### src/rtl/win_acc_pkg.sv
// Shared types and default constants for the window accumulator slice.
// The state encoding is fixed so the state register can be probed directly.
package win_acc_pkg;

  typedef enum logic [1:0] {
    IDLE = 2'b00,
    ACC  = 2'b01,
    DONE = 2'b10
  } state_t;

  localparam int WIN_LEN_DEF = 8;
  localparam int SUM_W_DEF   = 5;
  localparam int THRESH_DEF  = 12;

  // Bits needed to count 0..win_len inclusive.
  function automatic int cnt_width(input int win_len);
    return $clog2(win_len + 1);
  endfunction

endpackage

### src/rtl/win_counter.sv
// Sample counter for one window: counts accepted samples up to WIN_LEN and
// flags the enable cycle that brings the count to WIN_LEN.
module win_counter
  import win_acc_pkg::*;
#(
  parameter  int WIN_LEN = WIN_LEN_DEF,
  localparam int CNT_W   = cnt_width(WIN_LEN)
) (
  input  logic Clk,
  input  logic Rst_n,
  input  logic clear,
  input  logic enable,
  output logic tc
);

  logic [CNT_W-1:0] count_q;

  // tc is qualified by enable so the FSM can leave ACC on the very edge
  // that accepts the final sample.
  assign tc = enable && (count_q == CNT_W'(WIN_LEN - 1));

  // NOTE: sequential state is only ever written with non-blocking assignments
  // so every flop samples the pre-edge value of its neighbours.
  always_ff @(posedge Clk or negedge Rst_n) begin
    if (!Rst_n) begin
      count_q <= '0;
    end else if (clear) begin
      count_q <= '0;
    end else if (enable && (count_q != CNT_W'(WIN_LEN))) begin
      count_q <= count_q + CNT_W'(1);
    end
  end

endmodule

### src/rtl/win_accumulator.sv
// Sums WIN_LEN valid 2-bit samples per window and hands the total, threshold
// flag and sticky overflow downstream over valid/ready.
// Build option: define WIN_ACC_SAT_EN to saturate the sum instead of wrapping.
module win_accumulator
  import win_acc_pkg::*;
#(
  parameter int WIN_LEN = WIN_LEN_DEF,
  parameter int SUM_W   = SUM_W_DEF,
  parameter int THRESH  = THRESH_DEF
) (
  input  logic             Clk,
  input  logic             Rst_n,
  input  logic             start,
  input  logic             in_valid,
  input  logic [1:0]       in_data,
  input  logic             out_ready,
  output logic             out_valid,
  output logic [SUM_W-1:0] out_sum,
  output logic             out_over,
  output logic             overflow,
  output logic             busy
);

  state_t           state_q, state_d;
  logic [SUM_W-1:0] sum_q;
  logic             ovf_q;
  logic             busy_q;
  logic             out_valid_q;

  logic             clr;
  logic             acc_en;
  logic             last;
  logic [SUM_W:0]   sum_ext;
  logic             carry;
  logic [SUM_W-1:0] sum_next;

  win_counter #(.WIN_LEN(WIN_LEN)) u_counter (
    .Clk    (Clk),
    .Rst_n  (Rst_n),
    .clear  (clr),
    .enable (acc_en),
    .tc     (last)
  );

  // One extra bit captures the carry out of the SUM_W-bit sum.
  assign sum_ext = {1'b0, sum_q} + (SUM_W + 1)'(in_data);
  assign carry   = sum_ext[SUM_W];

`ifdef WIN_ACC_SAT_EN
  assign sum_next = carry ? {SUM_W{1'b1}} : sum_ext[SUM_W-1:0];
`else
  assign sum_next = sum_ext[SUM_W-1:0];
`endif

  // NOTE: every always_comb output gets a default first, so no path through
  // the case statement can leave a signal unassigned and infer a latch.
  always_comb begin
    state_d = state_q;
    clr     = 1'b0;
    acc_en  = 1'b0;
    case (state_q)
      IDLE: begin
        if (start) begin
          state_d = ACC;
          clr     = 1'b1;
        end
      end
      ACC: begin
        if (start) begin
          clr = 1'b1;
        end else if (in_valid) begin
          acc_en = 1'b1;
          if (last) state_d = DONE;
        end
      end
      DONE: begin
        if (out_ready) begin
          if (start) begin
            state_d = ACC;
            clr     = 1'b1;
          end else begin
            state_d = IDLE;
          end
        end
      end
      default: state_d = IDLE;
    endcase
  end

  always_ff @(posedge Clk or negedge Rst_n) begin
    if (!Rst_n) begin
      state_q     <= IDLE;
      sum_q       <= '0;
      ovf_q       <= 1'b0;
      busy_q      <= 1'b0;
      out_valid_q <= 1'b0;
    end else begin
      state_q     <= state_d;
      busy_q      <= (state_d == ACC);
      out_valid_q <= (state_d == DONE);
      if (clr) begin
        sum_q <= '0;
        ovf_q <= 1'b0;
      end else if (acc_en) begin
        sum_q <= sum_next;
        if (carry) ovf_q <= 1'b1;
      end
    end
  end

  assign out_valid = out_valid_q;
  assign out_sum   = sum_q;
  assign overflow  = ovf_q;
  assign busy      = busy_q;
  assign out_over  = out_valid_q && (int'(sum_q) >= THRESH);

endmodule

### config.mk
export PLATFORM = sky130hd
export DESIGN_NAME = win_accumulator
export DESIGN_NICKNAME = d
export VERILOG_FILES = /design/src/rtl/win_acc_pkg.sv /design/src/rtl/win_counter.sv /design/src/rtl/win_accumulator.sv
export SDC_FILE = /design/constraint.sdc
export NUM_CORES = 1
export LEC_CHECK = 0
export ABC_AREA = 1
export CELL_PAD_IN_SITES_DETAIL_PLACEMENT = 1
export CELL_PAD_IN_SITES_GLOBAL_PLACEMENT = 1
export CORE_MARGIN = 4
export CORE_UTILIZATION = 37
export CTS_CLUSTER_DIAMETER = 120
export DETAILED_ROUTE_END_ITERATION = 7
export PLACE_DENSITY_LB_ADDON = 0.1
export SLEW_MARGIN = 5
export SYNTH_ARGS = -nofsm -noshare
export SYNTH_HDL_FRONTEND = slang
export SYNTH_HIERARCHICAL = 1
export SYNTH_SLANG_ARGS = --single-unit
### constraint.sdc
create_clock -name Clk -period 1.5 [get_ports Clk]
set_input_delay 0.15 -clock Clk [delete_from_list [all_inputs] [get_ports Clk]]
set_output_delay 0.15 -clock Clk [all_outputs]
set_load 0.02 [all_outputs]
== Word-level counts from Yosys, hierarchy flattened ==
Cells that the tools add are included.
Storage, ports and cells
  word-level logic and storage cells: 44
  input bits: 7
  output and inout port bits: 9
  register bits: 14
Cells by class
  order comparisons: 1
  reductions and logical operators: 9
  muxes and demuxes: 20
  equal/unequal tests: 6
  $add $sub $neg: 2
Operators by type and width (count)
  $mux W2: 5
  $mux W5: 2
  $mux W1: 9
  $mux W4: 2
  $add A5 B2 Y6: 1
  $pmux W2 S3: 1
  $reduce_bool A2 Y1: 3
  $ge A5 B4 Y1 const B: 1
  $add A4 B1 Y4 const B: 1
  $eq A2 B1 Y1 const B: 2
  $eq A2 B2 Y1 const B: 2
  $eq A4 B3 Y1 const B: 1
  $ne A4 B4 Y1 const B: 1
  $logic_and A1 B1 Y1: 3
  $logic_not A2 Y1: 1
  $pmux W1 S2: 1
  $reduce_and A2 Y1: 1
  $reduce_or A2 Y1: 1

== Longest topological paths before layout ==
  depth in word-level cells: 9
  mapped depth: 10
  depth with buffers taken out: 10

== By module ==
The synthesis kept the hierarchy.
By module, submodules not included
  win_accumulator: cells an instance 75, sequential area each 250.2 µm², instances 1, area an instance 646.9 µm²
  win_counter: cells an instance 37, sequential area each 100.1 µm², instances 1, area an instance 269.0 µm²

== Worst setup path before layout ==
OpenSTA, ideal clock, no wires.
  kind: register to register
  from: reg sum_q[0], in the netlist out_sum[0]
  to: reg sum_q[4], in the netlist out_sum[4]
  required time: 1435 ps
  path buffers: 0
  library setup time: 65 ps
  arrival time: 1474 ps
  cell stages (with the launch flop): 11
  setup slack: -39 ps
  clock period less this slack: 1539 ps
  cells stage by stage: dfrtp_1 > ha_1 > inv_1 > fa_1 > inv_1 > nand3_1 > nand2_1 > nand2_1 > nor2_1 > nand2_1 > nand2_1
Between the ends
  word-level cells in the longest chain between the ends: 3
RTL lines
  start: declaration: RTL line win_accumulator.sv:25  | logic [SUM_W-1:0] sum_q;
  start signal: assignment: RTL line win_accumulator.sv:105  | sum_q <= sum_next;
  $add A5 B2 Y6: RTL line win_accumulator.sv:46  | assign sum_ext = {1'b0, sum_q} + (SUM_W + 1)'(in_data);
  $mux W5: RTL line win_accumulator.sv:104  | end else if (acc_en) begin
  $mux W5: RTL line win_accumulator.sv:101  | if (clr) begin
Every way passes these cells. The select of a mux whose other input is x is not followed.
A chain may end at the register's enable or synchronous reset.

== Worst setup path after layout ==
Same ends and word-level chain as after synthesis.

==> results.md <==
* Final Cycle Share at 101%
* Synth Area in XOR/XNOR at 0.956%
* Share of synthesized area spent on multiplexers at 0%
* Crit path max fanout at 3
* Simple logic cell fraction of the synthesized area at 38.1%
* Bufs on Longest Clock Path at 2
* # diodes at 0
* Setup crit end: out_sum[4]$_DFFE_PN0P_
* Top-count cell post-synth: nand2_1
* Num CTS Buffers at 3
* Final Setup Violations at 1
* Switching power at 332 uW
* FMAX at 662 MHz
* Count of cell types in the netlist at 26
* Layout Cells excl Fill at 168
* Seq/Total Area, Yosys at 38.3%
* Critical Path AT at 1.75 ns
* R2r setup slk at -0.01 ns
* Final nets at 153
* Chip height at 57.8 um
* Top post-synthesis cells by area: dfrtp_1 38%, nand2_1 12%, ha_1 5.5%
* Largest net degree at the start of global routing at 15
* Vias in the first global route at 927
* Cell area after layout at 1220 um2
* Vias per cell at 4.96
* Critical path required time at 1.74 ns
* Initial Util at 40.2%
* Syn_area_per_cell at 8.18 um2
* Adder-cell share of the synthesized area at 7.65%
* DRT iter0 DRCs at 12
* Worst VDD drop at 0.501 mV
* DRT antenna net count at 0
* Area Growth Syn to Fin at 33.2%
* Inst Count DP at 163
* Status: finished, violations left
* Row cnt at 17
* PD cells at 804 nW/um2
* CTS tree: done
* H-tree depth at 1
* Part of the power in registers at 45.5%
* Worst-Skew Late Latency at 0.29 ns
* Cell taking the most area after synthesis: dfrtp_1
* Post-detailed-route wirelength per cell at 13.3 um
* Io pins at 16
* Sw frac at 33.8%
* Final worst slack at -0.0117 ns
* Worst Reg-to-Reg Cells at 10
* Yosys top cell area share at 38.3%
* Violated checks: negative setup slack
* GRT Total Usage at 15.8%
* Grt ovf at 0
* Post-Place Worst Slack at -0.291 ns
* RSZ-0062 raised after global routing: yes
* Clock-pin slew on the worst setup and hold paths at 0.09 ns
* Total negative setup slack at -0.0117 ns
* Core outline area at 2280 um2
* Post-DP HPWL at 1810 um
* Leak at 0.000628 uW
* Worst Max-Slew Pin Slew at 0.221 ns
* Die Span X at 57.8 um
* First drt pass iteration count at 4
* Commonest cells post-synth: 30 x nand2_1, 14 x dfrtp_1, 13 x inv_1, 9 x nand3_1, 9 x nor2_1
* Drt drc at 0
* Gate Count Post-Synth at 112
* Async set or reset register ratio after synthesis at 100%
* Hold slack at 0.166 ns
* Largest family of logic cells by synthesized area: simple AND/OR/NAND/NOR gates
* CTS Root Cell: clkbuf_4
* GPL Wtd Cong at 0.777
* First-pass GRT wire length at 4140 um
* Final min period at 1.51 ns
* Synthesized flop and latch total at 14
* Critical Path Start Type: register
* Initial antenna violation count at 0
* Int Power at 649 uW
* DP Area at 1160 um2
* Routed WL at 2240 um
* # clock sinks at 14
* Slew headroom at 85.2%
* Syn_nets at 124
* Worst Setup Path Type: register to register
* Syn Std Cell Area at 916 um2
* Comb power frac at 30.9%
* Fin. Hold Viols at 0
* Worst R2R Start: out_sum[0]$_DFFE_PN0P_
* Clock power frac at 23.6%
* Port buffer count at 15
* Clk_skew at 0.0116 ns
* Final slew viol count at 0
* Top_reg_cell synth: dfrtp_1
* Hold Crit Class: primary input to async pin
* R2r endpoint: out_sum[4]$_DFFE_PN0P_
* Max-Cap Viols at 0
* Compound-Gate Fraction of Synth Area at 7.10%
* Yosys Warn Count at 6
* Layout cells sized above 1 at 29.3%
* Crit path launch: out_sum[0]$_DFFE_PN0P_
* Post-CTS Hold Buffers at 0
* Setup crit end kind: register
* Via count at 833
* Die area at 3340 um2
* Post-synth EDFFs at 0
critical path, cell delays in order (launching register included):
cell and delay [ns]:
dfrtp_2 0.41, ha_4 0.14, inv_2 0.04, fa_2 0.40
inv_2 0.08, nand3_2 0.06, nand2_2 0.07, nand2_1 0.05
nor2_1 0.11, nand2_1 0.06, nand2_1 0.05
stage by stage:
step                      power (uW)  utilization [%]
after floorplan                  627                -
after global placement           738             51.2
after detailed placement         746             51.2
after CTS                        987             52.2
after global routing            1060             53.6
final                            980             53.6
registers in the layout (all words and copies together), names as in the netlist:
signal,count
overflow,1
out_valid,1
state_q,2
busy,1
u_counter/count_q,4
out_sum,5
layout by cell type, fill, tap and decap left out, types with 3 or more instances in the layout:
master	n
buf_4	10
clkbuf_4	3
clkdlybuf4s50_1	10
dfrtp_1	12
dlygate4sd2_1	4
ha_1	3
inv_1	11
inv_2	7
nand2_1	29
nand2_2	5
nand3_1	8
nor2_1	9
nor2_4	3
layer usage:
layer / global-route usage, % / vias to the layer above / part of all wire (%)
met3: 4.68 / 5 / 3.4
met4: 2.98 / 0 / 1.7
met1: 18.2 / 405 / 40
met5: 0 / - / 0
li1: - / 410 / -
met2: 29.0 / 13 / 55
cell families after synthesis:
kind of cell	after synthesis
fa+ha+maj	5
xor+xnor	1
simple gates	64
buf+inv	19
compound gates	9
flops	14
power by group through the flow:
stage          registers, uW  clock network, uW  logic (uW)
2_1_floorplan            466                  0         162
3_3_place_gp             450                  0         288
5_1_grt                  454                262         341
4_1_cts                  446                245         295
3_5_place_dp             453                  0         293
6_report                 446                231         303
final cells by class:
cell class                      count  area, um2
Timing Repair Buffer               25        223
Inverter                           18       67.6
Tap cell                           28       35.0
Sequential cell                    14        353
Multi-Input combinational cell     79        515
Fill cell                         285       1060
Clock buffer                        4       26.3
timing repair:
action                     in CTS  in global routing
setup endpoints to repair       5                  4
pin swaps                       0                  5
hold endpoints to repair        0                  0
gates resized for setup         5                  8
cloned                          0                  0
setup buffers                   0                  1
worst min-delay path by stage:
stage,start,endpoint,slack (ns),depth (start not counted)
global placement,out_sum[0]$_DFFE_PN0P_,out_sum[0]$_DFFE_PN0P_,0.48,2
detailed placement,Rst_n,out_sum[2]$_DFFE_PN0P_,0.50,2
finish,Rst_n,out_sum[2]$_DFFE_PN0P_,0.17,2
floorplan,Rst_n,busy$_DFF_PN0_,-0.15,0
global route,Rst_n,out_sum[2]$_DFFE_PN0P_,0.17,2
CTS,Rst_n,out_sum[2]$_DFFE_PN0P_,0.17,2
Power figures use the tool's default switching activity.
==> variant 1 (config.mk and constraints unchanged) <==
Change the package constant `WIN_LEN_DEF` from 8 to 4.
--- a/src/rtl/win_acc_pkg.sv
+++ b/src/rtl/win_acc_pkg.sv
@@ -9,5 +9,5 @@
   } state_t;
 
-  localparam int WIN_LEN_DEF = 8;
+  localparam int WIN_LEN_DEF = 4;
   localparam int SUM_W_DEF   = 5;
   localparam int THRESH_DEF  = 12;
Function: changed (a bounded check fails within 10 cycles, from zero or initial values and one cycle with Rst_n low).
==> variant 1 against the unedited design <==
- area after synthesis shrank 7.9%
- wire length fell by 12%
- synthesized cell count shrank 12%
- cell area down 8.0%
- setup slack better by 70 ps
- total power down 12%
- via count decreased by 10%
- critical path type is now reg2out
- final cell count decreased by 8.9%
- count of clock-buffer cells in the layout fell by 1
- sequential cell count shrank 1
==> variant 1: results (changes against the unedited design) <==
| Metric | Value |
|---|---|
| Initial antenna violation count | 0 (unchanged) |
| # fillers | 269 (-5.6%) |
| FF-to-FF End | out_sum[1] |
| CTS clk-pin slew, worst paths | 90 ps (about the same) |
| Largest net degree at the start of global routing | 14 (-1) |
| Layout Nets | 139 (-9.2%) |
| Lkg Pwr | 0.594 nW (-5.4%) |
| Ratio of cells with drive above 1 in the final layout | 26.4% (-2.9 points) |
| Reg2reg setup slack | 70 ps (+80 ps) |
| CP max FO | 3 (unchanged) |
| CP arrival | 1290 ps (-460 ps) |
| Max FFs per register | 5 (unchanged) |
| Gr usage total | 14.2% (-1.6 points) |
| Outcome | finished clean |
| DPL Wire Length | 1570 um (-13%) |
| Post-DP Area | 1080 um^2 (-6.9%) |
| DR pass1 iterations | 4 (unchanged) |
| Crit path max-delay family | buffers and inverters |
| Top pwr grp | registers |
| Number of DRC markers in iteration 0 | 10 (-2) |
| Vias | 748 (-10%) |
| CTS H-tree lvls | 1 (unchanged) |
| Clock buffer depth | 2 (unchanged) |
| Yosys cell types | 23 (-12%) |
| Syn. warnings | 6 (unchanged) |
| VDD IR-drop max | 366 uV (-27%) |
| Clk_lat worst skew | roughly 280 ps |
| Vias in the first global route | 805 (-13%) |
| Psw | 278 uW (-16%) |
| Seq pwr share | 46.2% (+0.7 points) |
| Synth cell count leaders | 22 x nand2_1, 14 x inv_1, 13 x dfrtp_1 |
| Final clock skew | 12.0 ps (+0.306 ps) |
| Mux contribution to synthesized area | 0% (unchanged) |
| ANT cells | 0 (unchanged) |
| Port Buffer Count | 15 (unchanged) |
| CP max stage delay | 620 ps (+210 ps) |
| Slew headroom | 85.2% (about the same) |
| Sequential Area | 327 um^2 (-7.4%) |
| Adder-cell share of the synthesized area | 9.79% (+2.1 points) |
| Clk power | 220 uW (-5%) |
| First-pass GRT wire length | 3430 um (-17%) |
| CP startpoint | out_sum[1] |
| Slowest CP cell | clkdlybuf4s50_1 |
| Main synth FF type | dfrtp_1 |
| Synth top area cells | dfrtp_1 39%, nand2_1 9.8%, ha_1 7.4%, inv_1 6.2%, nand3_1 5.3% |
| Routed wire length | 1970 um (-12%) |
| Critical Path Sink | out_sum[1] |
| Post-synthesis xor/xnor area fraction | 1.04% (+0.082 points) |
| GP Congestion | 0.821 (+5.7%) |
| Synth Area in Compound Gates | 7.12% (+0.018 points) |
| Total CTS buffers | 3 (unchanged) |
| R2r startpoint | out_sum[0] |
| Reg2reg path depth | 5 (-5) |
| Syn Nets | 112 (-9.7%) |
| Seq/Total Area, Yosys | 38.6% (+0.32 points) |
| Root buf cell | clkbuf_4 |
| Hold crit path type | in2async |
[variant 1: cell count changes after synthesis, moves of 2 or more]
cell,before,now
nand4_1,2,4
nor2_1,9,6
nand2_1,30,22
inv_2,5,3
[variant 1: how the worst min path moves through the flow]
stage / startpoint / to / slack (ps)
2_1_floorplan: Rst_n / busy / -150
3_3_place_gp: Rst_n / overflow / 480
3_5_place_dp: Rst_n / out_sum[4] / 480
4_1_cts: Rst_n / out_sum[4] / 160
5_1_grt: Rst_n / out_sum[4] / 180
6_report: Rst_n / out_sum[4] / 170
[variant 1: through the flow]
stage          setup slack [ps]  TNS (ps)  hold WS, ps  std cells  power, mW
2_1_floorplan              24.9         0         -146         99      0.535
3_3_place_gp               -185      -588          478        149      0.635
3_5_place_dp               -282      -785          481        149      0.641
4_1_cts                    29.8         0          165        153      0.870
5_1_grt                    1.55         0          178        153      0.924
6_report                   57.9         0          165        153      0.860
[variant 1: layer usage]
layer / share of wire (%) / vias to the layer above / track usage [%]
met5: 0 / - / 0
met4: 0.92 / 0 / 6.94
met3: 3.3 / 2 / 2.55
met2: 55 / 13 / 26.4
met1: 41 / 364 / 15.3
li1: - / 369 / -
[variant 1: timing repair]
item	CTS	global route
setup buffers	0	0
pin swaps	0	0
endpoints found under the setup margin	5	2
gates resized for setup	5	3
[variant 1: worst reg2reg max path: cells and delay by family (launching register included)]
kind / cells / cell delay [ps]
fa+ha+maj: 2 / 670
simple gates: 1 / 40
compound gates: 1 / 170
flops: 1 / 400
buf+inv: 1 / 50
[variant 1: area by class of cell]
type	count	area share, %
clock buffers	3	2.01
clock inverters	1	0.446
inverters	17	5.69
multi-input cells	68	41.4
flip-flops and latches	13	29.1
well taps	28	3.12
repair buffers	23	18.3
==> variant 2 (same settings) <==
Without the edit above. Register the output `overflow` once more, without a reset; this adds one clock of latency there. The other outputs are not delayed to match.
--- a/src/rtl/win_accumulator.sv
+++ b/src/rtl/win_accumulator.sv
@@ -111,5 +111,7 @@
   assign out_valid = out_valid_q;
   assign out_sum   = sum_q;
-  assign overflow  = ovf_q;
+  always_ff @(posedge Clk) begin
+    overflow <= ovf_q;
+  end
   assign busy      = busy_q;
   assign out_over  = out_valid_q && (int'(sum_q) >= THRESH);
Function: same outputs for any inputs over 10 cycles, from zero or initial values and one cycle with Rst_n low; that may be too few to reach the edited logic, so the function may still have changed.
==> variant 2 against the unedited design <==
- worst hold slack improved by 6.9 ps
- die area is 1.9% higher
- count of clock-buffer cells in the layout did not move
- utilization down 0.44 points
- synthesized cell count is 0.89% higher
- sequential cell count rose by 1
- cell area increased by 1.0%
- setup slack better by 64 ps
- global-route usage fell by 0.87 points
- wire length grew 2.3%
- first-iteration DRC count up 100%
- total power is 3.2% higher
- area after synthesis increased by 2.2%
- largest cell class unchanged
==> variant 2: results (changes against the unedited design) <==
| Metric | Value |
|---|---|
| Slew headroom | 85.3% (+0.11 points) |
| Number of DRC markers in iteration 0 | 24 (+12) |
| VDD IR-drop max | 542 uV (+8.1%) |
| Routing usage on met1 | 16.7% (-1.5 points) |
| Yosys cell types | 27 (+3.8%) |
| Hold crit path type | in2async |
| Seq area share | 30.3% (+1.3 points) |
| Synth top area cells | dfrtp_1 37%, nand2_1 12%, ha_1 5.3%, inv_1 5.2%, nand3_1 4.8% |
| Syn. warnings | 6 (unchanged) |
| Final clock skew | 4.32 ps (-7.33 ps) |
| GP Congestion | 0.772 (-0.68%) |
| Adder-cell share of the synthesized area | 7.49% (-0.16 points) |
| Average wire per standard cell | 13.6 um (+1.7%) |
| Initial antenna violation count | 0 (unchanged) |
| Vias per cell | 4.82 (-2.7%) |
| CTS sink count | 15 (+1) |
| Total CTS buffers | 3 (unchanged) |
| CP arrival | 1300 ps (-450 ps) |
| Met3 routed WL | 53 um (-31%) |
| CTS H-tree lvls | 1 (unchanged) |
| Post-DP Area | 1190 um^2 (+2.4%) |
| Crit path max-delay family | buffers and inverters |
| Multi-input logic area | 508 um^2 (-1.5%) |
| Mapped cell area | 936 um^2 (+2.2%) |
| FF-to-FF End | out_sum[1] |
| Post-synthesis xor/xnor area fraction | 0.936% (-0.020 points) |
| WL met2 | 1260 um (+3.1%) |
| Reg2reg path depth | 5 (-5) |
| Outcome | finished clean |
| Post-CTS setup buffers | 0 (unchanged) |
| DPL Wire Length | 1840 um (+1.7%) |
| Met3 Use GR | 2.19% (-2.5 points) |
| Post-CTS Hold Buffers | 0 (unchanged) |
| Met1 wire length | 958 um (+6.4%) |
| Seq/Total Area, Yosys | 39.6% (+1.3 points) |
| Ys async rst share | 93.3% (-6.7 points) |
| Signal buf overhead | 18.1% (-0.19 points) |
| Met2 Resource Use GR | 29.0% (about the same) |
| Gr usage total | 15.0% (-0.87 points) |
| # fillers | 293 (+2.8%) |
| Clock buffers | 4 (unchanged) |
| CP max stage delay | 610 ps (+200 ps) |
| Lkg Pwr | 0.637 nW (+1.4%) |
| Synth Area in Compound Gates | 6.95% (-0.15 points) |
| Syn Nets | 125 (+0.81%) |
| Ratio of cells with drive above 1 in the final layout | 27.0% (-2.3 points) |
| First-pass GRT wire length | 3910 um (-5.5%) |
| Vias in the first global route | 899 (-3.0%) |
| Reg2reg setup slack | 60 ps (+70 ps) |
| Layout Nets | 154 (+0.65%) |
| ClkCell Share | 2.13% (-0.022 points) |
| Slowest CP cell | clkdlybuf4s50_1 |
-- variant 2: how the worst max path moves through the flow --
stage	start	endpoint	slack, ps	cells past startpoint
after floorplan	out_sum[0]	out_sum[4]	20	10
final	out_sum[0]	out_sum[0]	50	1
after detailed placement	in_data[0]	out_sum[4]	-270	11
after CTS	out_sum[0]	out_sum[4]	20	10
after global routing	out_sum[0]	out_sum[4]	-10	10
after global placement	in_data[0]	out_sum[4]	-180	11
-- variant 2: per-stage QoR --
step | setup slack [ps] | util (%) | setup TNS (ps) | hold slack, ps | instances
after floorplan | 24.8 | - | 0 | -146 | 113
after global placement | -176 | 51.4 | -521 | 354 | 165
after detailed placement | -272 | 51.4 | -827 | 357 | 165
after CTS | 18.2 | 52.5 | 0 | 177 | 169
after global routing | -14.5 | 53.2 | -18.0 | 175 | 169
final | 52.7 | 53.2 | 0 | 173 | 169
-- variant 2: power breakdown --
part	switching, mW	internal (mW)
sequential	0.0349	0.439
clock	0.132	0.103
combinational	0.171	0.131
total	0.339	0.673
